<file path="src/rtl/student_fir_sched.sv">
// -----------------------------------------------------------------------------
// student_fir_sched
//
// Scheduler for a filter built from NUM_FIR cascaded FIR segments. Each
// accepted sample is launched to every segment at once. Segment 0 receives the
// new sample. Segment k (k >= 1) receives the oldest sample that segment k-1
// shifted out on the previous round. The scheduler then waits for every
// segment's done pulse and captures each partial sum and shift-out value. It
// adds the partial sums serially, one per cycle, and presents the total on y_o
// with a one-cycle y_valid_o pulse.
//
// States: IDLE -> LAUNCH -> WAIT -> SUM -> OUT -> IDLE.
//   WAIT also returns to IDLE (setting timeout_err_o) when a segment fails
//   to finish within TIMEOUT_CYCLES cycles.
//
// Ports
//   clk_i               clock; all logic on the rising edge
//   rst_i               synchronous, active-high reset
//   sample_valid_i      one-cycle pulse, new sample on sample_i
//   sample_i            new sample (DATA_SIZE)
//   sample_ready_o      high only in IDLE
//   fir_valid_strobe_o  per-segment start strobe (NUM_FIR)
//   fir_sample_o        per-segment sample, segment k in slice k
//   fir_done_i          per-segment compute-finished pulse (NUM_FIR)
//   fir_shift_i         per-segment oldest sample shifted out
//   fir_y_i             per-segment partial sum (DATA_SIZE_FIR_OUT each)
//   y_o                 final sum (SUM_WIDTH), held between results
//   y_valid_o           one-cycle pulse, y_o valid
//   busy_o              high in every state except IDLE
//   overrun_err_o       sticky, a sample arrived outside IDLE and was dropped
//   timeout_err_o       sticky, a segment failed to finish in time
//
// Build option
//   STUDENT_FIR_SCHED_SAT_EN  when defined, the accumulator saturates at
//                             2^SUM_WIDTH-1 instead of wrapping.
// -----------------------------------------------------------------------------
module student_fir_sched #(
  parameter int NUM_FIR           = 4,
  parameter int DATA_SIZE         = 16,
  parameter int DATA_SIZE_FIR_OUT = 32,
  parameter int SUM_WIDTH         = 36,
  parameter int TIMEOUT_CYCLES    = 4095
) (
  input  logic                                   clk_i,
  input  logic                                   rst_i,
  input  logic                                   sample_valid_i,
  input  logic [DATA_SIZE-1:0]                   sample_i,
  output logic                                   sample_ready_o,
  output logic [NUM_FIR-1:0]                     fir_valid_strobe_o,
  output logic [NUM_FIR*DATA_SIZE-1:0]           fir_sample_o,
  input  logic [NUM_FIR-1:0]                     fir_done_i,
  input  logic [NUM_FIR*DATA_SIZE-1:0]           fir_shift_i,
  input  logic [NUM_FIR*DATA_SIZE_FIR_OUT-1:0]   fir_y_i,
  output logic [SUM_WIDTH-1:0]                   y_o,
  output logic                                   y_valid_o,
  output logic                                   busy_o,
  output logic                                   overrun_err_o,
  output logic                                   timeout_err_o
);

  localparam int IDX_W = (NUM_FIR > 1) ? $clog2(NUM_FIR) : 1;
  localparam int CNT_W = $clog2(TIMEOUT_CYCLES + 1);

`ifdef STUDENT_FIR_SCHED_SAT_EN
  localparam bit SAT_EN = 1'b1;
`else
  localparam bit SAT_EN = 1'b0;
`endif

  typedef enum logic [2:0] {
    ST_IDLE,
    ST_LAUNCH,
    ST_WAIT,
    ST_SUM,
    ST_OUT
  } state_t;

  // One extra bit above the sum so the carry out is visible for saturation.
  typedef logic [SUM_WIDTH:0] ext_t;

  state_t                       state;
  logic [NUM_FIR-1:0]           done_mask;
  logic [CNT_W-1:0]             wait_cnt;
  logic [IDX_W-1:0]             sum_idx;
  logic [SUM_WIDTH-1:0]         acc;
  logic [DATA_SIZE_FIR_OUT-1:0] y_cap     [NUM_FIR];
  logic [DATA_SIZE-1:0]         shift_cap [NUM_FIR];

  logic [NUM_FIR-1:0]           strobe_q;
  logic [NUM_FIR*DATA_SIZE-1:0] sample_q;
  logic [SUM_WIDTH-1:0]         y_q;
  logic                         y_valid_q;
  logic                         overrun_q;
  logic                         timeout_q;

  logic [NUM_FIR-1:0]           done_new;
  logic [NUM_FIR-1:0]           mask_next;
  ext_t                         sum_wide;
  logic [SUM_WIDTH-1:0]         sum_next;

  // NOTE: every signal driven here gets a value on every pass through the
  // block, so no latch is inferred.
  always_comb begin
    // Only the first done pulse of a segment in a round is captured; repeats
    // are masked off.
    done_new  = fir_done_i & ~done_mask;
    // Includes this cycle's pulses, so WAIT exits on the same edge that
    // completes the set.
    mask_next = done_mask | fir_done_i;
    // Both operands are zero-extended. The sum is below 2^(SUM_WIDTH+1), so
    // the top bit is exactly the wrap indication.
    sum_wide  = {1'b0, acc} + ext_t'(y_cap[sum_idx]);
    sum_next  = (SAT_EN && sum_wide[SUM_WIDTH]) ? '1 : sum_wide[SUM_WIDTH-1:0];
  end

  // NOTE: all state below uses non-blocking assignments. Every register then
  // updates from values sampled before the edge, regardless of statement order.
  always_ff @(posedge clk_i) begin
    if (rst_i) begin
      state     <= ST_IDLE;
      done_mask <= '0;
      wait_cnt  <= '0;
      sum_idx   <= '0;
      acc       <= '0;
      // NOTE: the capture arrays are reset explicitly. The first sample after
      // reset must see all-zero history in slices 1..NUM_FIR-1, so the
      // arrays cannot be left to power-up values.
      for (int k = 0; k < NUM_FIR; k++) begin
        y_cap[k]     <= '0;
        shift_cap[k] <= '0;
      end
      strobe_q  <= '0;
      sample_q  <= '0;
      y_q       <= '0;
      y_valid_q <= 1'b0;
      overrun_q <= 1'b0;
      timeout_q <= 1'b0;
    end else begin
      // Pulse-type outputs default low and are raised only on their cycle.
      strobe_q  <= '0;
      y_valid_q <= 1'b0;

      // A sample arriving while busy, including during OUT, is lost.
      if (sample_valid_i && (state != ST_IDLE)) begin
        overrun_q <= 1'b1;
      end

      case (state)
        ST_IDLE: begin
          if (sample_valid_i) begin
            sample_q[DATA_SIZE-1:0] <= sample_i;
            // Segment k continues the delay line where segment k-1 ended.
            for (int k = 1; k < NUM_FIR; k++) begin
              sample_q[k*DATA_SIZE +: DATA_SIZE] <= shift_cap[k-1];
            end
            // The strobe is raised here so it is high during the LAUNCH cycle.
            strobe_q <= '1;
            state    <= ST_LAUNCH;
          end
        end

        ST_LAUNCH: begin
          done_mask <= '0;
          wait_cnt  <= '0;
          state     <= ST_WAIT;
        end

        ST_WAIT: begin
          done_mask <= mask_next;
          for (int k = 0; k < NUM_FIR; k++) begin
            if (done_new[k]) begin
              y_cap[k]     <= fir_y_i[k*DATA_SIZE_FIR_OUT +: DATA_SIZE_FIR_OUT];
              shift_cap[k] <= fir_shift_i[k*DATA_SIZE +: DATA_SIZE];
            end
          end
          // Completion wins over a timeout that would fire on the same cycle.
          if (&mask_next) begin
            acc     <= '0;
            sum_idx <= '0;
            state   <= ST_SUM;
          end else if (wait_cnt == CNT_W'(TIMEOUT_CYCLES - 1)) begin
            // This is the TIMEOUT_CYCLES-th WAIT cycle. Abandon the round.
            // Captured history is kept, so the next sample still launches.
            timeout_q <= 1'b1;
            state     <= ST_IDLE;
          end else begin
            wait_cnt <= wait_cnt + CNT_W'(1);
          end
        end

        ST_SUM: begin
          acc <= sum_next;
          if (sum_idx == IDX_W'(NUM_FIR - 1)) begin
            // The result register is loaded from the final sum, so y_o is
            // valid in the OUT cycle and held afterwards.
            y_q       <= sum_next;
            y_valid_q <= 1'b1;
            state     <= ST_OUT;
          end else begin
            sum_idx <= sum_idx + IDX_W'(1);
          end
        end

        ST_OUT: begin
          state <= ST_IDLE;
        end

        default: begin
          state <= ST_IDLE;
        end
      endcase
    end
  end

  assign sample_ready_o     = (state == ST_IDLE);
  assign busy_o             = (state != ST_IDLE);
  assign fir_valid_strobe_o = strobe_q;
  assign fir_sample_o       = sample_q;
  assign y_o                = y_q;
  assign y_valid_o          = y_valid_q;
  assign overrun_err_o      = overrun_q;
  assign timeout_err_o      = timeout_q;

endmodule

</file>
<file path="config.mk">
export PLATFORM = sky130hd
export DESIGN_NAME = student_fir_sched
export DESIGN_NICKNAME = d
export VERILOG_FILES = /design/src/rtl/student_fir_sched.sv
export SDC_FILE = /design/constraint.sdc
export NUM_CORES = 1
export LEC_CHECK = 0
export BUFFER_PORTS_ARGS = -buffer_cell sky130_fd_sc_hd__buf_2
export CAP_MARGIN = 20
export CORE_UTILIZATION = 59
export DETAILED_ROUTE_END_ITERATION = 8
export HOLD_SLACK_MARGIN = 0.1
export PLACE_DENSITY_LB_ADDON = 0.3
export REMOVE_ABC_BUFFERS = 1
export SYNTH_ARGS = -nofsm -noshare
export SYNTH_HDL_FRONTEND = slang
export SYNTH_SLANG_ARGS = --single-unit
</file>
<file path="constraint.sdc">
create_clock -name clk_i -period 8.1 [get_ports clk_i]
set_input_delay 0.81 -clock clk_i [delete_from_list [all_inputs] [get_ports clk_i]]
set_output_delay 0.81 -clock clk_i [all_outputs]
set_load 0.01 [all_outputs]
</file>
==> summary.txt, run 1 <==
Yosys
  • Count of different cell masters after synthesis: 60
  • Avg Cell Area, Syn: 10.8 sq um
  • Yosys warns: 0
  • XOR/XNOR Fraction of Synth Area: 2.12%
  • Post-synthesis cell area: 14,900 sq um
  • Largest family of logic cells by synthesized area: simple AND/OR/NAND/NOR gates
  • Compound-Gate Fraction of Synth Area: 11.4%
  • #FFs+latches synth: 339
  • Top_reg_cell synth: edfxtp_1
  • EDFF count, synth: 176
  • Post-Synth Adder-Cell Area: 3.07%
  • Simple logic cell fraction of the synthesized area: 18.5%
  • Mux contribution to synthesized area: 4.84%
  • Ys async rst share: 0%
  • Sequential share of the synthesized area: 57.4%
  • Cells after Synth: 1,378

Clock tree
  • CTS buffer count: 37
  • CTS HTree Levels: 2
  • Hold-fix buffers, CTS: 0
  • CTS Buffer Depth: 3
  • Clk root buf: clkbuf_16
  • Sink Count: 339
  • Clk Latency, worst-skew pair: 0.52 ns
  • CTS tree: yes
  • CTS resizes: 0
  • Reg clk slew, reported paths: 0.06 ns
  • Post-CTS Setup Bufs: 0

Timing
  • Maximum clock rate: 0.221 GHz
  • Worst relative slew slack: 28.0%
  • Slew Limit Fails: 0
  • Fin crit share: 55.8%
  • Final TNS setup: 0 ns
  • Fin crit period: 4.52 ns
  • RSZ-0062 raised after global routing: no
  • Final Hold Vio Count: 0
  • Final setup violation count: 0
  • Hold Slack: 0.452 ns
  • Final clock skew: 0.0184 ns
  • Final worst slack: 3.58 ns
  • Least-Margin Pin Slew: 1.08 ns

Worst setup path
  • Critical-path cell list: buf_4 > mux4_2 > ha_1 > a211oi_2 > o21ai_2 > a211oi_4 > o21ai_2 > a311oi_2 > nor2_2 > and4_4 > or4_1 > a211oi_2
  • Critical path type: flip-flop to flip-flop
  • CP arrival: 4.93 ns
  • Setup crit start kind: flip-flop
  • Critical path's top delay family: compound AO/OA/AOI/OAI gates
  • Worst path buffer plus inverter count: 1
  • Critical-path top delay cell: dfxtp_2
  • Crit end category: flip-flop
  • CP max stage delay: 0.73 ns
  • Critical Path RT: 8.51 ns
  • Flop-to-flop setup slack: 3.58 ns
  • Worst Path Max Fanout: 17

Layout
  • Fill cell count: 1,747
  • Final #Nets: 1,901
  • Diodes inserted: 0
  • Post-route cell area: 17,900 sq um
  • Final core utilization: 72.8%
  • Layout cells sized above 1: 25.8%
  • Final Instance Count excl. Fillers: 2,003
  • Area Overhead vs Synth: 19.9%

Run
  • Maximum capacitance violations: 0

Power
  • Overall Power: 3.96 mW
  • Max IR drop VDD: 0.195 mV
  • Power per Cell Area: 222 nW/um^2
  • LEAKAGE: 7.52 nW

Placed design
  • Port Buffers: 307
  • GPL Wtd Cong: 0.920
  • HPWL Detailed: 24,100 microns
  • Placed cell count: 1,934
  • Post-Place Cell Area: 16,600 sq um
  • Dpl ws: 3.65 ns

Outcome
  • Outcome: finished clean

Die
  • Die area: 25,900 sq um
  • FP Rows: 57
  • I/O pin count: 324
  • Die X: 161 microns
  • Core Box Area: 24,500 sq um
  • Initial Util: 60.7%
  • Die Y: 161 microns

Worst hold path
  • Hold Crit Class: flip-flop to flip-flop

Drt
  • Total Routed Length: 37,100 microns
  • Final ANT Viol Nets: 0
  • DR iter-0 viols: 876
  • Detailed-route wire length per cell: 18.5 microns
  • DR pass1 iterations: 5
  • Via count: 11.4k
  • DRC: 0
  • Drt via density: 5.67

GRT
  • Number of antenna violations at the first check in global routing: 1
  • Largest net degree at the start of global routing: 76
  • Vias in the first global route: 11.4k
  • First-pass GRT wire length: 58,700 microns
  • Tot GR Track Use: 28.8%
  • GRT overflow: 0
[registers in the layout (all words and copies together), names as in the netlist, named ones only]
name and count:
y_cap 128, fir_sample_o 64, shift_cap 48, acc 36
y_o 36, wait_cnt 12, done_mask 4, state 3
sum_idx 2, fir_valid_strobe_o 1, overrun_err_o 1, timeout_err_o 1
y_valid_o 1
[cell families (layout without fill, tap and decap cells)]
group / count (synthesis) / in the layout
fa+ha+maj: 36 / 36
simple gates: 555 / 555
compound gates: 275 / 275
buf+inv: 105 / 406
mux: 32 / 32
xor+xnor: 36 / 36
flops: 339 / 339
[layer usage]
metal	wire length, microns	GRT usage [%]	vias to the layer above
met4	1330	11.8	0
li1	-	-	5411
met1	14500	35.4	5407
met2	18300	48.9	465
met5	0	0	-
met3	2960	6.97	79
[cells in the mapped netlist (18+ instances only)]
cell type,instances,area (sq um)
a21o_1,23,173
xor2_1,20,175
nor2_1,71,267
inv_1,18,67.6
dfxtp_1,163,3260
edfxtp_1,176,5290
o21ai_0,30,150
mux4_2,32,721
clkbuf_1,75,282
nand3_1,20,100
nand2_1,215,807
and2_1,184,1150
a21oi_1,142,711
ha_1,35,438
[power breakdown]
group	total (mW)	leakage (nW)	switching, mW	internal, mW
logic	0.336	3.76	0.207	0.130
clock network	1.70	0.609	0.666	1.04
registers	1.93	3.15	0.0316	1.89
[worst paths after layout]
path,start,to,cells past startpoint
max,flip-flop,y_o[35],12
min,fir_sample_o[3],fir_sample_o[3],2
max reg2reg,flip-flop,y_o[35],12
min reg2reg,fir_sample_o[3],fir_sample_o[3],2
[tightest hold or removal path: stages (launching register included)]
cell and delay (ns):
dfxtp_1 0.31, nand2_1 0.05, a21oi_1 0.05
[area by class of cell]
cell class	count	area, sq um	share of cell area, %
Tap cell	324	405	2.27
Multi-Input combinational cell	934	5960	33.4
Clock buffer	54	1090	6.12
Timing Repair Buffer	320	1640	9.16
Clock inverter	14	151	0.847
Inverter	18	67.6	0.378
Sequential cell	339	8550	47.9
[cells in the final DEF, fill, tap and decap left out, types with 5 or more instances in the layout]
master,instances
nand2_1,214
buf_2,306
ha_1,35
nor2_1,70
inv_1,18
a21oi_1,142
xor2_1,20
o21ai_0,30
clkbuf_1,10
a31oi_1,7
or3_1,7
a211oi_1,7
a22o_1,7
nand3_1,20
mux4_2,32
and2_1,183
dfxtp_1,161
nand4_1,12
nor3_1,7
xnor2_1,16
a22oi_1,16
a21o_1,23
clkbuf_16,40
o31ai_1,6
clkinv_2,5
buf_4,13
and3_1,8
edfxtp_1,176
Power figures use the tool's default switching activity.
==> run 2: changes to the inputs <==
--- a/config.mk
+++ b/config.mk
@@ -7,7 +7,7 @@
 export LEC_CHECK = 0
 export BUFFER_PORTS_ARGS = -buffer_cell sky130_fd_sc_hd__buf_2
 export CAP_MARGIN = 20
-export CORE_UTILIZATION = 59
+export CORE_UTILIZATION = 55
 export DETAILED_ROUTE_END_ITERATION = 8
 export HOLD_SLACK_MARGIN = 0.1
 export PLACE_DENSITY_LB_ADDON = 0.3
==> constraint.sdc (replaced) <==
create_clock -name clk_i -period 4.36 [get_ports clk_i]
set_input_delay 0.436 -clock clk_i [delete_from_list [all_inputs] [get_ports clk_i]]
set_output_delay 0.436 -clock clk_i [all_outputs]
set_load 0.01 [all_outputs]
==> summary.txt, run 2 (synthesis results as in run 1) <==
GRT
  • Number of antenna violations at the first check in global routing: 2 (was 1)
  • GRT overflow: 0 (unchanged)
  • Vias in the first global route: 11.0k (was 11.4k)
  • Largest net degree at the start of global routing: 71 (was 76)
  • First-pass GRT wire length: 57,900 microns (was 58,700 microns)
  • Tot GR Track Use: 26.8% (was 28.8%)

Worst setup path
  • Worst Path Max Fanout: 15 (was 17)
  • Crit end category: flip-flop (unchanged)
  • Critical path type: flip-flop to flip-flop (unchanged)
  • Critical Path RT: 4.79 ns (was 8.51 ns)
  • CP arrival: 4.25 ns (was 4.93 ns)
  • Setup crit start kind: flip-flop (unchanged)

Clock tree
  • CTS HTree Levels: 2 (unchanged)
  • CTS tree: yes (unchanged)
  • CTS Buffer Depth: 3 (unchanged)
  • Post-CTS Setup Bufs: 0 (unchanged)
  • Hold-fix buffers, CTS: 0 (unchanged)
  • Reg clk slew, reported paths: 0.06 ns (about the same)
  • Sink Count: 339 (unchanged)
  • Clk root buf: clkbuf_16 (unchanged)
  • CTS buffer count: 36 (was 37)
  • CTS resizes: 0 (unchanged)
  • Clk Latency, worst-skew pair: 0.52 ns (about the same)

Timing
  • Slew Limit Fails: 0 (unchanged)
  • Worst relative slew slack: 30.2% (was 28.0%)
  • Fin crit share: 87.4% (was 55.8%)
  • Final worst slack: 0.549 ns (was 3.58 ns)
  • Fin crit period: 3.81 ns (was 4.52 ns)
  • Least-Margin Pin Slew: 1.05 ns (was 1.08 ns)
  • RSZ-0062 raised after global routing: no (unchanged)
  • Final setup violation count: 0 (unchanged)
  • Final Hold Vio Count: 0 (unchanged)
  • Maximum clock rate: 0.262 GHz (was 0.221 GHz)
  • Final clock skew: 0.0211 ns (was 0.0184 ns)

Drt
  • DRC: 10 (was 0)
  • Drt via density: 5.54 (was 5.67)
  • DR pass1 iterations: 7 (was 5)
  • Via count: 11.2k (was 11.4k)
  • Final ANT Viol Nets: 0 (unchanged)
  • Detailed-route wire length per cell: 18.6 microns (was 18.5 microns)
  • Total Routed Length: 37,600 microns (was 37,100 microns)
  • DR iter-0 viols: 711 (was 876)

Power
  • Clock power frac: 42.6% (was 42.9%)
  • Max IR drop VDD: 0.316 mV (was 0.195 mV)
  • Internal power: 5.65 mW (was 3.06 mW)
  • Power per Cell Area: 409 nW/um^2 (was 222 nW/um^2)
  • Sequential share of power: 48.6% (about the same)
  • Switch Pwr: 1.70 mW (was 0.904 mW)
  • Comb power frac: 8.8% (was 8.5%)
  • Switching fraction of total power: 23.1% (was 22.8%)
  • LEAKAGE: 7.56 nW (was 7.52 nW)

Run
  • Maximum capacitance violations: 0 (unchanged)

Die
  • Die area: 27,800 sq um (was 25,900 sq um)
  • Core Box Area: 26,300 sq um (was 24,500 sq um)
  • FP Rows: 59 (was 57)
  • Initial Util: 56.7% (was 60.7%)
  • Die Y: 167 microns (was 161 microns)
  • I/O pin count: 324 (unchanged)
  • Die X: 167 microns (was 161 microns)

Worst hold path
  • Min-delay src: sample_i[7] (was fir_sample_o[3])
  • Hold Crit Class: primary input to flip-flop (was flip-flop to flip-flop)

Placed design
  • Port Buffers: 307 (unchanged)
  • GPL Wtd Cong: 0.878 (was 0.920)
  • HPWL Detailed: 25,200 microns (was 24,100 microns)
  • Post-Place Cell Area: 16,700 sq um (was 16,600 sq um)
  • Dpl ws: 0.651 ns (was 3.65 ns)

Layout
  • Largest register FFs: 128 (unchanged)
  • Area Overhead vs Synth: 20.5% (was 19.9%)
  • Layout cells sized above 1: 26.1% (was 25.8%)
  • Most common cell after layout, fill and taps aside: buf_2 (unchanged)
  • Post-route cell area: 18,000 sq um (was 17,900 sq um)
  • Biggest register: y_cap (unchanged)
  • Most frequent cells in the layout: buf_2 (306), nand2_1 (214), and2_1 (183), edfxtp_1 (176), dfxtp_1 (161) (unchanged)
  • Final #Nets: 1,909 (was 1,901)

Outcome
  • Outcome: complete, but fails checks (was finished clean)
  • Failing checks: DRC
-- run 2: changes by cell type in the layout (fill, tap and decap cells not counted), sizes merged, moves of 2 or more --
cell    previous run  this run
buf              319       329
clkbuf            55        47
clkinv             9        12
bufinv             3         5
-- run 2: through the flow --
stage               util, %  instances  setup TNS (ns)  hold slack [ns]  total power, mW
CTS                    68.3       2021               0            0.139             7.40
detailed placement     63.7       1955               0            0.443             4.29
floorplan                 -       1291          -0.112            0.432             3.97
finish                 68.3       2022               0            0.146             7.35
global route           68.3       2022               0            0.152             7.61
global placement       63.7       1955               0            0.438             4.26
-- run 2: final cells by class --
cell class | count | area [sq um]
sequential | 339 | 8550
fill | 1992 | 8320
multi-input combinational | 934 | 5970
timing repair buffer | 329 | 1730
clock buffer | 47 | 972
tap | 335 | 419
clock inverter | 19 | 254
inverter | 18 | 67.6
antenna | 1 | 2.50
-- run 2: critical path, stage by stage (launching register included) --
cell and delay [ns]:
dfxtp_2 0.64, mux4_2 0.32, ha_1 0.22, inv_1 0.07, fa_1 0.41, inv_1 0.10
a21oi_1 0.09, o31ai_1 0.42, a221o_1 0.39, a41oi_1 0.27, o211ai_1 0.38, a21oi_1 0.13
xor2_1 0.15, o21ai_0 0.15
-- run 2: worst paths after layout --
path	endpoint	slack [ns]	cells after the start
setup / recovery	acc[28]	0.55	13
hold / removal	fir_sample_o[7]	0.15	3
setup reg to reg	acc[28]	0.55	13
hold reg to reg	y_o[0]	0.45	2
-- run 2: layer usage --
metal  track usage, %  vias up  routed length [microns]
li1                 -     5427                        -
met5                0        -                        0
met4             10.3        0                     1270
met2             44.9      381                    18300
met1             34.4     5331                    15500
met3             5.32       71                     2490
-- run 2: power by group through the flow --
| stage | logic [mW] | registers [mW] | clock network, mW |
|---|---|---|---|
| finish | 0.645 | 3.58 | 3.13 |
| global route | 0.705 | 3.59 | 3.31 |
| CTS | 0.648 | 3.58 | 3.17 |
| detailed placement | 0.643 | 3.64 | 0 |
| global placement | 0.630 | 3.63 | 0 |
| floorplan | 0.320 | 3.65 | 0 |
==> run 3: changes to the inputs <==
--- a/config.mk
+++ b/config.mk
@@ -12,6 +12,7 @@
 export HOLD_SLACK_MARGIN = 0.1
 export PLACE_DENSITY_LB_ADDON = 0.3
 export REMOVE_ABC_BUFFERS = 1
+export SETUP_SLACK_MARGIN = 0.5
 export SYNTH_ARGS = -nofsm -noshare
 export SYNTH_HDL_FRONTEND = slang
 export SYNTH_SLANG_ARGS = --single-unit
==> constraint.sdc (replaced) <==
create_clock -name clk_i -period 4.1 [get_ports clk_i]
set_input_delay 0.41 -clock clk_i [delete_from_list [all_inputs] [get_ports clk_i]]
set_output_delay 0.41 -clock clk_i [all_outputs]
set_load 0.01 [all_outputs]
==> summary.txt, run 3 (synthesis results as in run 1) <==
Power
  • Sequential share of power: 49.4% (was 48.6%)
  • Comb power frac: 9.4% (was 8.8%)
  • Clock power frac: 41.2% (was 42.6%)
  • Max IR drop VDD: 0.411 mV (was 0.316 mV)
  • Switching fraction of total power: 23.4% (was 23.1%)
  • Internal power: 5.90 mW (was 5.65 mW)
  • Switch Pwr: 1.80 mW (was 1.70 mW)
  • LEAKAGE: 7.63 nW (was 7.56 nW)
  • Overall Power: 7.70 mW (was 7.35 mW)
  • Power per Cell Area: 419 nW/um^2 (was 409 nW/um^2)

Clock tree
  • Clk Latency, worst-skew pair: 0.52 ns (about the same)
  • Reg clk slew, reported paths: 0.06 ns (about the same)
  • CTS buffer count: 37 (was 36)
  • Sink Count: 339 (unchanged)
  • CTS Buffer Depth: 3 (unchanged)
  • CTS tree: yes (unchanged)
  • Clk root buf: clkbuf_16 (unchanged)
  • CTS HTree Levels: 2 (unchanged)

Placed design
  • Port Buffers: 307 (unchanged)
  • Post-Place Cell Area: 16,800 sq um (was 16,700 sq um)
  • GPL Wtd Cong: 0.882 (was 0.878)
  • HPWL Detailed: 25,200 microns (about the same)
  • Placed cell count: 1,957 (was 1,955)

Outcome
  • Outcome: complete, but fails checks (unchanged)
  • Failing checks: DRC (unchanged)

Timing
  • Slew Limit Fails: 0 (unchanged)
  • Final clock skew: 0.0135 ns (was 0.0211 ns)
  • RSZ-0062 raised after global routing: yes (was no)
  • Least-Margin Pin Slew: 0.977 ns (was 1.05 ns)
  • Worst relative slew slack: 34.9% (was 30.2%)
  • Fin crit share: 86.5% (was 87.4%)
  • Maximum clock rate: 0.282 GHz (was 0.262 GHz)
  • Final Hold Vio Count: 0 (unchanged)
  • Fin crit period: 3.55 ns (was 3.81 ns)
  • Final setup violation count: 0 (unchanged)

Worst setup path
  • CP max stage delay: 0.56 ns (was 0.64 ns)
  • Critical path type: flip-flop to flip-flop (unchanged)
  • Flop-to-flop setup slack: 0.55 ns (about the same)
  • Critical path depth: 12 (was 13)
  • Worst Path Max Fanout: 6 (was 15)
  • Critical Path RT: 4.54 ns (was 4.79 ns)
  • Setup crit end: y_o[35] (was acc[28])
  • Setup crit start kind: flip-flop (unchanged)
  • Critical-path cell list: buf_12 > mux4_2 > ha_4 > a211oi_4 > o21ai_2 > a211oi_4 > o21ai_2 > a311oi_2 > nor2_4 > and4_4 > or4_4 > a211oi_2 (was mux4_2 > ha_1 > inv_1 > fa_1 > inv_1 > a21oi_1 > o31ai_1 > a221o_1 > a41oi_1 > o211ai_1 > a21oi_1 > xor2_1 > o21ai_0)
  • Worst path buffer plus inverter count: 1 (was 2)
  • Cell depth of the worst flop-to-flop path: 12 (was 13)
  • Critical path's top delay family: compound AO/OA/AOI/OAI gates (unchanged)
  • CP arrival: 3.98 ns (was 4.25 ns)
  • Reg2reg end: y_o[35] (was acc[28])
  • Crit end category: flip-flop (unchanged)
  • Critical-path top delay cell: mux4_2 (was dfxtp_2)

Drt
  • DRC: 10 (unchanged)
  • DR iter-0 viols: 749 (was 711)
  • Detailed-route wire length per cell: 18.8 microns (was 18.6 microns)
  • Final ANT Viol Nets: 0 (unchanged)
  • DR pass1 iterations: 8 (was 7)
  • Total Routed Length: 38,200 microns (was 37,600 microns)
  • Via count: 11.3k (was 11.2k)
  • Drt via density: 5.57 (was 5.54)

Layout
  • Most frequent cells in the layout: buf_2 (306), nand2_1 (213), and2_1 (183), edfxtp_1 (176), dfxtp_1 (161) (was buf_2 (306), nand2_1 (214), and2_1 (183), edfxtp_1 (176), dfxtp_1 (161))
  • Fill cell count: 1,991 (was 1,992)
  • Most common cell after layout, fill and taps aside: buf_2 (unchanged)
  • Final #Nets: 1,925 (was 1,909)
  • Layout cells sized above 1: 28.9% (was 26.1%)
  • Final Instance Count excl. Fillers: 2,037 (was 2,022)
  • Post-route cell area: 18,400 sq um (was 18,000 sq um)
  • Area Overhead vs Synth: 23.4% (was 20.5%)
  • Biggest register: y_cap (unchanged)
  • Largest register FFs: 128 (unchanged)

GRT
  • GRT overflow: 0 (unchanged)
  • Number of antenna violations at the first check in global routing: 2 (unchanged)
  • Largest net degree at the start of global routing: 76 (was 71)
  • First-pass GRT wire length: 58,900 microns (was 57,900 microns)
  • Tot GR Track Use: 27.2% (was 26.8%)
  • Vias in the first global route: 11.2k (was 11.0k)

Die
  • I/O pin count: 324 (unchanged)
  • Die Y: 167 microns (unchanged)
  • Initial Util: 56.7% (unchanged)
  • FP Rows: 59 (unchanged)
  • Die X: 167 microns (unchanged)
  • Die area: 27,800 sq um (unchanged)
  • Core Box Area: 26,300 sq um (unchanged)

Worst hold path
  • Hold Crit Class: primary input to flip-flop (unchanged)

Run
  • Maximum capacitance violations: 0 (unchanged)
[run 3: changes by cell type in the layout (fill, tap and decap cells not counted), sizes merged]
cell,delta
buf,+14
clkinvlp,-1
inv,+1
bufinv,-3
clkbuf,+4
[run 3: worst min path at each step]
stage | start | to | cells after the start | slack, ns
floorplan | acc[13] | acc[13] | 2 | 0.43
global placement | y_o[32] | y_o[32] | 2 | 0.44
detailed placement | fir_sample_o[12] | fir_sample_o[12] | 2 | 0.44
CTS | sample_i[6] | fir_sample_o[6] | 3 | 0.11
global route | sample_i[6] | fir_sample_o[6] | 3 | 0.12
finish | sample_i[6] | fir_sample_o[6] | 3 | 0.13
[run 3: repair_timing]
action | in CTS | in global routing
hold buffers | 0 | 0
setup buffers | 1 | 10
pin swaps | 2 | 18
setup endpoints to repair | 10 | 23
resized for setup | 14 | 53
gates cloned | 1 | 1
endpoints found under the hold margin | 0 | 0
[run 3: area by class of cell]
cell class | instances | area [sq um] | area share [%]
flip-flops and latches | 339 | 8560 | 46.5
multi-input cells | 934 | 6290 | 34.2
repair buffers | 344 | 1900 | 10.3
clock buffers | 50 | 1020 | 5.52
well taps | 335 | 419 | 2.28
clock inverters | 16 | 139 | 0.755
inverters | 18 | 67.6 | 0.367
diodes | 1 | 2.50 | 0.0136
[run 3: tightest hold or removal path, stage by stage]
cell	delay, ns
buf_2	0.10
nand2_1	0.05
a21oi_1	0.05
[run 3: power by group through the flow]
stage / Combinational [mW] / Sequential, mW / Clock (mW)
3_5_place_dp: 0.685 / 3.87 / 0
5_1_grt: 0.791 / 3.82 / 3.35
3_3_place_gp: 0.672 / 3.86 / 0
4_1_cts: 0.695 / 3.80 / 3.22
6_report: 0.722 / 3.80 / 3.17
2_1_floorplan: 0.340 / 3.88 / 0
[run 3: routing by layer]
layer  vias up  GRT usage, %  wire (microns)  share of wire (%)
li1       5450             -               -                  -
met1      5413          34.5           15600                 41
met2       400          45.0           18600                 49
met3        76          6.11            2700                7.1
met4         0          11.3            1290                3.4
met5         -             0               0                  0
[run 3: per-stage QoR]
stage / hold WS (ns) / setup TNS (ns) / utilization [%] / worst slack [ns]
floorplan: 0.432 / -1.32 / - / -0.372
global placement: 0.438 / 0 / 63.7 / 0.375
detailed placement: 0.443 / 0 / 63.7 / 0.378
CTS: 0.112 / 0 / 68.6 / 0.420
global route: 0.124 / 0 / 70.0 / 0.449
finish: 0.130 / 0 / 70.0 / 0.555
